<file path="config.mk">
export PLATFORM = sky130hd
export DESIGN_NAME = seq_bit_serializer
export DESIGN_NICKNAME = d
export VERILOG_FILES = /design/src/rtl/seq_bit_serializer.sv
export SDC_FILE = /design/constraint.sdc
export NUM_CORES = 1
export LEC_CHECK = 0
export ABC_AREA = 1
export CAP_MARGIN = 20
export CORE_MARGIN = 1
export CORE_UTILIZATION = 35
export CTS_BUF_LIST = sky130_fd_sc_hd__clkbuf_8
export CTS_CLUSTER_DIAMETER = 30
export DETAILED_ROUTE_END_ITERATION = 10
export SLEW_MARGIN = 20
export SYNTH_ARGS = -nofsm -noshare
export SYNTH_HDL_FRONTEND = slang
export SYNTH_SLANG_ARGS = --single-unit
</file>
<file path="constraint.sdc">
create_clock -name clk -period 2.16 [get_ports clk]
set_clock_uncertainty 0.15 [all_clocks]
set_input_delay 0.324 -clock clk [delete_from_list [all_inputs] [get_ports clk]]
set_output_delay 0.324 -clock clk [all_outputs]
set_load 0.03 [all_outputs]
</file>
<file path="src/rtl/seq_bit_serializer.sv">
// Parallel-to-serial feeder for the "101" detector: valid/ready word intake,
// one-word hold buffer behind the shift register for gapless streaming.
module seq_bit_serializer #(
  parameter int WIDTH     = 8,
  parameter bit MSB_FIRST = 1'b1,
  parameter bit IDLE_BIT  = 1'b0
) (
  input  logic             clk,
  input  logic             rst_n,
  input  logic [WIDTH-1:0] word_in,
  input  logic             word_valid,
  output logic             word_ready,
  output logic             bit_out,
  output logic             bit_valid,
  output logic [15:0]      words_sent
);

  // state | meaning
  // IDLE  | no data bit on bit_out; waiting for hold to fill
  // SHIFT | sh holds cnt remaining bits, current bit on bit_out
  localparam int CW = $clog2(WIDTH + 1);

  typedef enum logic {IDLE, SHIFT} state_t;

  state_t           state, state_nxt;
  logic [WIDTH-1:0] sh, sh_nxt;
  logic [WIDTH-1:0] hold, hold_nxt;
  logic [CW-1:0]    cnt, cnt_nxt;
  logic             hold_full, hold_full_nxt;
  logic [15:0]      words_sent_nxt;
  logic             take;

  assign word_ready = rst_n & ~hold_full;
  assign take       = word_valid & word_ready;
  assign bit_valid  = (state == SHIFT);
  assign bit_out    = bit_valid ? (MSB_FIRST ? sh[WIDTH-1] : sh[0]) : IDLE_BIT;

  always_ff @(posedge clk or negedge rst_n) begin
    if (!rst_n) begin
      state      <= IDLE;
      sh         <= '0;
      hold       <= '0;
      cnt        <= '0;
      hold_full  <= 1'b0;
      words_sent <= '0;
    end else begin
      state      <= state_nxt;
      sh         <= sh_nxt;
      hold       <= hold_nxt;
      cnt        <= cnt_nxt;
      hold_full  <= hold_full_nxt;
      words_sent <= words_sent_nxt;
    end
  end

  // take and a hold->sh transfer are exclusive since ready is low while hold_full
  always_comb begin
    state_nxt      = state;
    sh_nxt         = sh;
    cnt_nxt        = cnt;
    words_sent_nxt = words_sent;
    hold_nxt       = take ? word_in : hold;
    hold_full_nxt  = hold_full | take;
    case (state)
      IDLE: begin
        if (hold_full) begin
          sh_nxt        = hold;
          cnt_nxt       = CW'(WIDTH);
          hold_full_nxt = 1'b0;
          state_nxt     = SHIFT;
        end
      end
      SHIFT: begin
        if (cnt > CW'(1)) begin
          sh_nxt  = MSB_FIRST ? {sh[WIDTH-2:0], 1'b0} : {1'b0, sh[WIDTH-1:1]};
          cnt_nxt = cnt - CW'(1);
        end else begin
          words_sent_nxt = words_sent + 16'd1;
          if (hold_full) begin
            sh_nxt        = hold;
            cnt_nxt       = CW'(WIDTH);
            hold_full_nxt = 1'b0;
          end else begin
            cnt_nxt   = '0;
            state_nxt = IDLE;
          end
        end
      end
      default: state_nxt = IDLE;
    endcase
  end

endmodule

</file>
**After elaboration in Yosys (flattened, before gate mapping)**

Cells that the tools add are included.

- Add/subtract/negate cells: 2
- Order comparisons: 1
- Equality and inequality tests: 1
- Muxes and demuxes: 14
- Bitwise operators: 6
- Reductions and logical operators: 1

Operators by type and width:

| kind | count |
|---|---|
| $add A16 B1 Y16 const B | 1 |
| $mux W8 | 2 |
| $pmux W8 S2 | 1 |
| $mux W4 | 3 |
| $pmux W4 S2 | 1 |
| $mux W1 | 5 |
| $gt A4 B1 Y1 const B | 1 |
| $pmux W1 S2 | 2 |
| $sub A4 B1 Y4 const B | 1 |
| $not A1 Y1 | 3 |
| $and A1 B1 Y1 | 2 |
| $ne A2 B2 Y1 const B | 1 |
| $reduce_and A2 Y1 | 1 |
| $or A1 B1 Y1 | 1 |

- Bits in registers: 38
- Bits of input ports: 11
- Output and inout port bits: 19
- Logic and storage cells: 31

**Longest topological paths before layout**

- Depth after elaboration: 7
- Mapped depth: 11
- Mapped depth without buffers: 10

**Least setup slack after synthesis**

OpenSTA, ideal clock, no wires.

- Path kind: register to register
- Start: reg hold_full
- End: reg hold[0]
- Arrival: 1.379 ns
- Slack: 0.507 ns
- Cell stages (with the launch flop): 4
- Path buffers: 0
- Cells stage by stage: dfrtp_1 nor2_1 nand2_2 mux2_2

- Longest elaborated chain between the ends: 3

RTL lines:

| element | line | text |
|---|---|---|
| start: declaration | 29 | `logic hold_full, hold_full_nxt;` |
| start signal: assignment | 51 | `hold_full <= hold_full_nxt;` |
| $not A1 Y1 | 33 | `assign word_ready = rst_n & ~hold_full;` |
| $and A1 B1 Y1 | 33 |  |
| named net word_ready | 12 | `output logic word_ready,` |
| $and A1 B1 Y1 | 34 | `assign take = word_valid & word_ready;` |
| end signal: assignment | 49 | `hold <= hold_nxt;` |
| end: declaration | 27 | `logic [WIDTH-1:0] hold, hold_nxt;` |

The timed path passes the listed nets, and every way through them passes these cells.
A chain may end at the register's enable or synchronous reset.

**Worst setup path after layout**

- Start: reg state (netlist: bit_valid)
- End: out bit_out

- Longest elaborated chain between the ends: 1

RTL lines:

| element | line | text |
|---|---|---|
| start: declaration | 25 | `state_t state, state_nxt;` |
| start signal: assignment | 47 | `state <= state_nxt;` |
| $mux W1 | 36 | `assign bit_out = bit_valid ? (MSB_FIRST ? sh[WIDTH-1] : sh[0]) : IDLE_BIT;` |
| end: declaration | 13 | `output logic bit_out,` |

Every way passes these cells.

==> results.py <==
metrics = {
    "timing": {
        "fmax_mhz": 490,
        "setup_tns_ns": 0,
        "post-route-period-util": 0.945,
        "hold_violations": 0,
        "min_period_ns": 2.04,
        "setup_viol": 0,
        "grt_setup_unrepaired": "no",
        "relSlewSlack": 0.605,
        "tightest_slew_ns": 0.591,
        "fin_ws_ns": 0.118,
        "slew_viol_final": 0,
    },
    "worst_setup_path": {
        "slowest_delay_ns": 0.65,
        "path_cells": "nand2_1 > inv_1 > clkdlybuf4s50_1",
        "crit_required_ns": 1.69,
        "cp-end-kind": "primary output",
        "crit_type": "reg2out",
        "crit_fanout": 5,
        "startpoint_type": "flip-flop",
        "reg2reg_depth": 9,
        "worstPathArrival_ns": 1.57,
        "slowest_stage": "clkdlybuf4s50_1",
    },
    "detailed_routing": {
        "via_count": 1467,
        "ant_nets": 0,
        "drc": 0,
        "firstDrtPassIters": 4,
        "wirelength_mm": 3.45,
        "drt_iter0_markers": 76,
        "viasPerCell": 4.60,
        "wl_per_cell_microns": 10.8,
    },
    "clock_tree": {
        "clock_path_buffers": 2,
        "cts.clk_slew.worst_paths_ns": 0.07,
        "cts-root-buf": "clkbuf_8",
        "cts_sinks": 38,
        "cts_tree": "built",
        "htreeDepth": 2,
        "cts_buffers": 5,
        "clock_latency_ns": 0.29,
        "cts_resized": 0,
    },
    "min_path": {
        "hp-class": "reg2reg",
        "hold_depth": 1,
    },
    "die": {
        "die_w_microns": 74.5,
        "design.core.area_sq_mm": 0.00507,
        "initial_core_util": 0.363,
        "dieHeight_microns": 74.5,
        "design.die.area_sq_mm": 0.00556,
        "rows": 26,
        "io_pins": 30,
    },
    "place": {
        "place_hpwl_mm": 2.54,
        "gp_congestion": 0.812,
        "io_buffers": 29,
        "dp.cells": 310,
        "place_ws_ns": 0.256,
    },
    "final_layout": {
        "final_nets": 262,
        "num_antenna_cells": 0,
        "final_core_util": 0.457,
        "area_growth_pct": 25.9,
        "drive_above_1_share": 0.100,
        "final_cell_count_no_fill": 319,
    },
    "yosys": {
        "synth_top_area_frac": 0.516,
        "yosys_warnings": 0,
        "ys_seq_area_frac": 0.516,
        "yosysUniqueCellTypes": 25,
        "ys_ff_latch": 38,
        "syn-num-nets": 227,
        "yosysTopAreaCell": "dfrtp_1",
        "avgSynthCellArea_sq_um": 8.65,
        "synthCells": 213,
        "synth_area_leaders": "dfrtp_1 (52%), nand2_1 (15%), mux2_2 (4.9%)",
        "synth_area_sq_mm": 0.00184,
    },
    "global_route": {
        "antenna_found_initial": 0,
        "grt.total_usage": 0.141,
        "grt_overflow": 0,
        "grt_pass1_wl_mm": 5.78,
        "grt_max_degree": 39,
        "first_global_vias": 1291,
    },
    "power_and_ir_drop": {
        "power.density_mw_per_mm2": 1180,
        "vdd_drop_max_mv": 0.660,
        "leakagePower_nw": 1.07,
        "finalPower_w": 0.00275,
    },
    "run_status": {
        "status": "completed",
    },
    "flow_run": {
        "max_cap_viol_count": 0,
    },
}
[critical path: cells and delay by family, from the launching register on]
kind | cells | cell delay [ns]
flops | 1 | 0.47
simple gates | 1 | 0.10
buf+inv | 2 | 0.71
[synth_stat cells, drive strengths merged]
library cell / number
nand3: 11
a31oi: 7
buf: 3
a21oi: 1
o21ai: 2
o22ai: 2
xor2: 5
nand4: 4
nand3b: 2
xnor2: 3
nand2: 74
ha: 3
inv: 23
mux2: 8
nor2: 24
nor3: 2
clkinv: 1
dfrtp: 38
[state kept, by name (all words and copies together) (netlist names)]
signal and cells:
bit_valid 1, cnt 4, hold 8, hold_full 1, sh 8, words_sent 16
[cells in the final DEF (no fill, tap or decap), types with 2 or more instances in the layout]
cell type,count
nand2_1,73
dfrtp_1,38
clkdlybuf4s50_1,27
inv_1,24
nor2_1,20
nand3_1,10
mux2_2,8
a31oi_1,7
xor2_1,5
clkbuf_8,5
nand4_1,4
nor2_2,3
xnor2_1,3
ha_1,3
o21ai_0,2
nand3b_1,2
o22ai_1,2
buf_4,2
[repair_timing]
item,CTS,global route
hold buffers,1,0
setup buffers,0,0
endpoints found under the hold margin,38,0
[per-layer routing]
layer | track usage | part of all wire | up-vias | wire, microns
met5 | 0 | 0 | - | 0
met4 | 0.0629 | 0.021 | 0 | 72
met3 | 0.0420 | 0.033 | 6 | 114
met2 | 0.214 | 0.46 | 26 | 1580
met1 | 0.185 | 0.49 | 690 | 1680
li1 | - | - | 745 | -
[per-stage QoR]
step	hold WS [ns]	instance area, sq um
detailed placement	0.302	2200
floorplan	-0.122	1840
global route	0.378	2320
finish	0.359	2320
CTS	0.362	2320
global placement	0.320	2200
[kinds of logic (layout without fill, tap and decap cells)]
kind of cell	Yosys count	count (layout)	synth area share
AND/OR/NAND/NOR	117	117	0.279
flip-flops	38	38	0.516
buffers and inverters	27	63	0.0584
AO/OA/AOI/OAI	12	12	0.0387
XOR/XNOR	8	8	0.0380
multiplexers	8	8	0.0489
adder cells (fa/ha/maj)	3	3	0.0204
[final cells by class]
class                           instances  area (sq um)
Fill cell                             527          2760
Sequential cell                        38           951
Multi-Input combinational cell        148           783
Timing Repair Buffer                   31           300
Inverter                               24          90.1
Tap cell                               70          87.6
Clock buffer                            5          68.8
Clock inverter                          3          37.5
[power by group]
| group | internal [W] | leakage, nW | total (W) | switching [W] |
|---|---|---|---|---|
| clock | 0.000336 | 0.0607 | 0.000578 | 0.000242 |
| combinational | 0.000423 | 0.528 | 0.00102 | 0.000598 |
| sequential | 0.000958 | 0.476 | 0.00115 | 0.000191 |
[worst paths after layout]
kind                            startpoint            end  slack [ns]
worst max-delay path             bit_valid        bit_out        0.12
worst min-delay path               hold[4]        hold[4]        0.36
worst max register to register      cnt[0]         cnt[3]        0.28
worst min register to register     hold[4]        hold[4]        0.36
max in group asynchronous            rst_n          sh[6]        1.01
min in group asynchronous            rst_n  words_sent[3]        0.51
No activity file was read; power rests on OpenSTA's default activity.
